### src/rtl/shift_pkg.sv
// Shared encodings for the pipelined shift unit: operation modes and their width.
package shift_pkg;

  localparam int unsigned MODE_W = 2;

  typedef logic [MODE_W-1:0] mode_t;

  localparam mode_t SH_SRL = 2'b00;
  localparam mode_t SH_SRA = 2'b01;
  localparam mode_t SH_SLL = 2'b10;
  localparam mode_t SH_ROR = 2'b11;

endpackage

### src/rtl/shift_stage.sv
// Single fixed-amount shifter/rotator: one log2 step of the barrel shifter.
module shift_stage
  import shift_pkg::*;
#(
  parameter int unsigned WIDTH  = 8,
  parameter int unsigned AMOUNT = 1
) (
  input  logic [WIDTH-1:0] data,
  input  mode_t            mode,
  input  logic             en,
  output logic [WIDTH-1:0] result_c
);

  // SRA replicates the current MSB; right shifts never change it, so it is the original sign.
  always_comb begin
    result_c = data;
    if (en) begin
      case (mode)
        SH_SRL:  result_c = {{AMOUNT{1'b0}}, data[WIDTH-1:AMOUNT]};
        SH_SRA:  result_c = {{AMOUNT{data[WIDTH-1]}}, data[WIDTH-1:AMOUNT]};
        SH_SLL:  result_c = {data[WIDTH-AMOUNT-1:0], {AMOUNT{1'b0}}};
        default: result_c = {data[AMOUNT-1:0], data[WIDTH-1:AMOUNT]};
      endcase
    end
  end

endmodule

### src/rtl/shift_unit_pipe.sv
// Pipelined barrel shifter with valid/ready on both sides; stage k shifts by 2^k
// when distance bit k is set, one register per stage, bubble-collapsing flow control.
module shift_unit_pipe
  import shift_pkg::*;
#(
  parameter  int unsigned WIDTH = 8,
  localparam int unsigned DISTW = $clog2(WIDTH)
) (
  input  logic             clock,
  input  logic             reset_n,
  input  logic             in_valid,
  output logic             in_ready,
  input  mode_t            in_mode,
  input  logic [DISTW-1:0] in_dist,
  input  logic [WIDTH-1:0] in_data,
  output logic             out_valid,
  input  logic             out_ready,
  output logic [WIDTH-1:0] out_data,
  output logic             out_zero
);

  localparam int unsigned LAST = DISTW - 1;

  // Per-stage inputs (from the port for stage 0, else from the previous register)
  logic [WIDTH-1:0] src_data  [DISTW];
  mode_t            src_mode  [DISTW];
  logic [DISTW-1:0] src_dist  [DISTW];
  logic [DISTW-1:0] src_valid;
  logic [WIDTH-1:0] nxt_data  [DISTW];
  logic [DISTW-1:0] load_c;
  logic             zero_c;

  // Intermediate stage registers; the last stage is the output register itself
  logic [WIDTH-1:0] data_q    [LAST];
  mode_t            mode_q    [LAST];
  logic [DISTW-1:0] dist_q    [LAST];
  logic [LAST-1:0]  valid_q;

  for (genvar k = 0; k < DISTW; k++) begin : g_stage
    if (k == 0) begin : g_head
      assign src_data[k]  = in_data;
      assign src_mode[k]  = in_mode;
      assign src_dist[k]  = in_dist;
      assign src_valid[k] = in_valid;
    end else begin : g_body
      assign src_data[k]  = data_q[k-1];
      assign src_mode[k]  = mode_q[k-1];
      assign src_dist[k]  = dist_q[k-1];
      assign src_valid[k] = valid_q[k-1];
    end

    shift_stage #(
      .WIDTH  (WIDTH),
      .AMOUNT (1 << k)
    ) u_stage (
      .data     (src_data[k]),
      .mode     (src_mode[k]),
      .en       (src_dist[k][k]),
      .result_c (nxt_data[k])
    );
  end

  // A stage loads when empty or when its successor loads from it; the chain ends at out_ready.
  always_comb begin : p_load
    logic take;
    take         = !out_valid | out_ready;
    load_c       = '0;
    load_c[LAST] = take;
    for (int k = int'(LAST) - 1; k >= 0; k--) begin
      take      = !valid_q[k] | take;
      load_c[k] = take;
    end
  end

  assign in_ready = load_c[0];
  assign zero_c   = (nxt_data[LAST] == '0);

  // Payload only moves with a valid beat, so idle X on the inputs never enters the pipe.
  always_ff @(posedge clock or negedge reset_n) begin
    if (!reset_n) begin
      valid_q <= '0;
      for (int k = 0; k < int'(LAST); k++) begin
        data_q[k] <= '0;
        mode_q[k] <= SH_SRL;
        dist_q[k] <= '0;
      end
    end else begin
      for (int k = 0; k < int'(LAST); k++) begin
        if (load_c[k]) begin
          valid_q[k] <= src_valid[k];
          if (src_valid[k]) begin
            data_q[k] <= nxt_data[k];
            mode_q[k] <= src_mode[k];
            dist_q[k] <= src_dist[k];
          end
        end
      end
    end
  end

  // Output register: final stage result plus its zero flag.
  always_ff @(posedge clock or negedge reset_n) begin
    if (!reset_n) begin
      out_valid <= 1'b0;
      out_data  <= '0;
      out_zero  <= 1'b0;
    end else if (load_c[LAST]) begin
      out_valid <= src_valid[LAST];
      if (src_valid[LAST]) begin
        out_data <= nxt_data[LAST];
        out_zero <= zero_c;
      end
    end
  end

endmodule
### config.mk
export PLATFORM = sky130hd
export DESIGN_NAME = shift_unit_pipe
export DESIGN_NICKNAME = d
export VERILOG_FILES = /design/src/rtl/shift_pkg.sv /design/src/rtl/shift_stage.sv /design/src/rtl/shift_unit_pipe.sv
export SDC_FILE = /design/constraint.sdc
export NUM_CORES = 1
export LEC_CHECK = 0
export ABC_AREA = 0
export CAP_MARGIN = 20
export CORE_UTILIZATION = 36
export CTS_CLUSTER_SIZE = 20
export DETAILED_ROUTE_END_ITERATION = 12
export DONT_BUFFER_PORTS = 1
export SYNTH_ARGS = -nofsm -noshare
export SYNTH_HDL_FRONTEND = slang
export SYNTH_HIERARCHICAL = 1
export SYNTH_SLANG_ARGS = --single-unit
### constraint.sdc
create_clock -name clock -period 1.9 [get_ports clock]
set_input_delay 0.38 -clock clock [delete_from_list [all_inputs] [get_ports clock]]
set_output_delay 0.38 -clock clock [all_outputs]
set_load 0.01 [all_outputs]
==> results.sh <==
export IMPL_outcome="finished, final reports clean"
export IMPL_die_x_um=75.4
export IMPL_dp_hpwl_um=2640
export IMPL_coreArea_mm2=0.00514
export IMPL_fin_crit_ns=1.63
export IMPL_nets=186
export IMPL_num_antenna_cells=0
export IMPL_power_uw=2360
export IMPL_synthesis_nets=183
export IMPL_vias_per_cell=5.08
export IMPL_place_ws_ns=0.302
export IMPL_vdd_drop_max_v=0.000448
export IMPL_synth_top_area_share_pct=45.2
export IMPL_hold_depth=1
export IMPL_cts_tree="yes"
export IMPL_wire_per_inst_um=14.7
export IMPL_netlist_area_mm2=0.00194
export IMPL_syn_avg_cell_area_um2=11.7
export IMPL_cts_setup_buffers=0
export IMPL_setup_viol=0
export IMPL_critPathArrivalTime_ns=1.85
export IMPL_area_growth_pct=6.33
export IMPL_rsz0062_at_grt="no"
export IMPL_grt_pass1_wl_um=6020
export IMPL_ant_nets=0
export IMPL_max_freq_ghz=0.615
export IMPL_die_height_um=75.4
export IMPL_worst_pin_slew_ns=0.510
export IMPL_yosys_warnings=6
export IMPL_via_count=1209
export IMPL_skew_ns=0.00417
export IMPL_setup_tns_ns=0
export IMPL_synth_sequential_area_ratio_pct=45.2
export IMPL_crit_fanout=17
export IMPL_regArea_um2=876
export IMPL_drt_first_pass_iters=4
export IMPL_overflow=0
export IMPL_cts_clk_slew_worst_paths_ns=0.06
export IMPL_leakagePower_uw=0.000906
export IMPL_synth_cells=166
export IMPL_dieArea_mm2=0.00568
export IMPL_cts_hold_buf=2
export IMPL_hold_path_startpoint="in_valid"
export IMPL_clockBufferDepth=2
export IMPL_h_tree_depth=2
export IMPL_power_density_mw_per_mm2=1150
export IMPL_ctsResizeCount=0
export IMPL_pin_count=28
export IMPL_min_to="valid_q[0]$_DFFE_PN0P_"
export IMPL_placement_io_buffers=0
export IMPL_critPathCaptureType="flip-flop"
export IMPL_track_usage_pct=14.5
export IMPL_cp_data_required_time_ns=2.13
export IMPL_rows=26
export IMPL_drt_iter0_drc=38
export IMPL_synthDistinctLibCells=30
export IMPL_regToRegEndpoint="out_zero$_DFFE_PN0P_"
export IMPL_cp_start_kind="flip-flop"
export IMPL_ys_seq_elements=35
export IMPL_dp_cells=230
export IMPL_layout_common_cells="35 x dfrtp_1, 21 x mux2_2, 14 x nor2_1"
export IMPL_drv_cap=0
export IMPL_clock_latency_ns=0.28
export IMPL_synth_area_leaders="dfrtp_1 45%, mux2_2 12%, mux2_4 7.8%, mux2i_1 5.2%, nor2_1 2.7%"
export IMPL_grt_max_degree=36
export IMPL_final_common_cell="dfrtp_1"
export IMPL_antenna_found_initial=0
export IMPL_cts_buffers=5
export IMPL_r2r_setup_slack_ns=0.27
export IMPL_multi_input_area_um2=948
export IMPL_initial_core_util_pct=37.7
export IMPL_maxSlewViolCount=0
export IMPL_fillers=523
export IMPL_worst_setup_path_type="reg -> reg"
export IMPL_cts_sinks=35
export IMPL_root_buffer="clkbuf_8"
export IMPL_drive_above_1_share_pct=29.8
export IMPL_postLayoutSetupSlackWorst_ns=0.273
export IMPL_grt_pass1_vias=1259
export IMPL_gp_congestion=0.806
export IMPL_timing_rr_start="dist_q[2]$_DFFE_PN0P_"
export IMPL_period_share_pct=85.6
export IMPL_r2r_cells=5
export IMPL_worstHoldPathType="in -> reg"
export IMPL_max_slew_margin_pct=66.0
export IMPL_synth_top_cell_by_area="dfrtp_1"
export IMPL_drt_wl_total_um=3490
export IMPL_drc=0
export IMPL_final_cells=238
export IMPL_hold_viol=0
-- how the worst max path moves through the flow --
stage	startpoint	endpoint	slack, ns	depth (start not counted)
detailed placement	dist_q[2]$_DFFE_PN0P_	out_zero$_DFFE_PN0P_	0.30	5
CTS	dist_q[2]$_DFFE_PN0P_	out_zero$_DFFE_PN0P_	0.28	5
floorplan	mode_q[2]$_DFFE_PN0P_	data_q[7]$_DFFE_PN0P_	0.53	3
finish	dist_q[2]$_DFFE_PN0P_	out_zero$_DFFE_PN0P_	0.27	5
global placement	dist_q[2]$_DFFE_PN0P_	out_zero$_DFFE_PN0P_	0.37	5
global route	dist_q[2]$_DFFE_PN0P_	out_zero$_DFFE_PN0P_	0.11	5
-- synth_stat cells --
| master | n |
|---|---|
| nand3b_1 | 3 |
| inv_1 | 10 |
| nor2_1 | 14 |
| buf_12 | 1 |
| o21ai_0 | 2 |
| buf_2 | 2 |
| nand4_1 | 1 |
| nand2b_1 | 3 |
| nand2_4 | 1 |
| a32o_2 | 2 |
| a31oi_1 | 4 |
| mux2i_1 | 10 |
| buf_6 | 4 |
| o21ai_1 | 1 |
| a21bo_2 | 1 |
| mux2_4 | 10 |
| nor2b_2 | 2 |
| o22ai_2 | 3 |
| nand2_2 | 1 |
| nand2_1 | 12 |
| a32o_1 | 1 |
| nor4_1 | 2 |
| nand4b_4 | 1 |
| a21oi_1 | 10 |
| o22ai_1 | 4 |
| dfrtp_1 | 35 |
| mux2_1 | 3 |
| mux2_2 | 21 |
| and2b_2 | 1 |
| or2b_1 | 1 |
-- critical path: stages, from the launching register on --
cell and delay [ns]:
dfrtp_1 0.66, o21ai_1 0.13, a32o_1 0.24, nor4_1 0.24, nand4_1 0.11, a21bo_2 0.19
-- area by class of cell --
class                      instances  area share, %
tap                               70           4.25
sequential                        35           42.5
multi-input combinational        114           46.1
clock buffer                       6           3.52
inverter                          10           1.82
timing repair buffer               3           1.82
-- routing by layer --
metal	track usage (%)	routed length, um
met3	6.08	214
met1	17.1	1570
met2	24.0	1670
met5	0	0
met4	4.94	43
-- through the flow --
step / utilization [%] / area (um^2) / hold WS [ns]
after floorplan: - / 1940 / 0.0844
after global placement: 38.1 / 1960 / 0.0852
after detailed placement: 38.1 / 1960 / 0.0851
after CTS: 40.1 / 2060 / 0.188
after global routing: 40.1 / 2060 / 0.197
final: 40.1 / 2060 / 0.203
-- cell families after synthesis --
group / share of synthesized area [%]
buffers and inverters: 5.81
flip-flops: 45.2
multiplexers: 26.9
AND/OR/NAND/NOR: 12.0
AO/OA/AOI/OAI: 10.1
-- flip-flops by register name, summed over array words and instances (netlist names) --
register and count:
mode_q 4, out_data 8, data_q 16, out_zero 1, valid_q 2, out_valid 1
dist_q 3
-- power breakdown --
group          switching, uW  internal (uW)
logic                    272            377
clock network            235            244
registers                268            965
total                    774           1590
No activity file was read; power rests on OpenSTA's default activity.
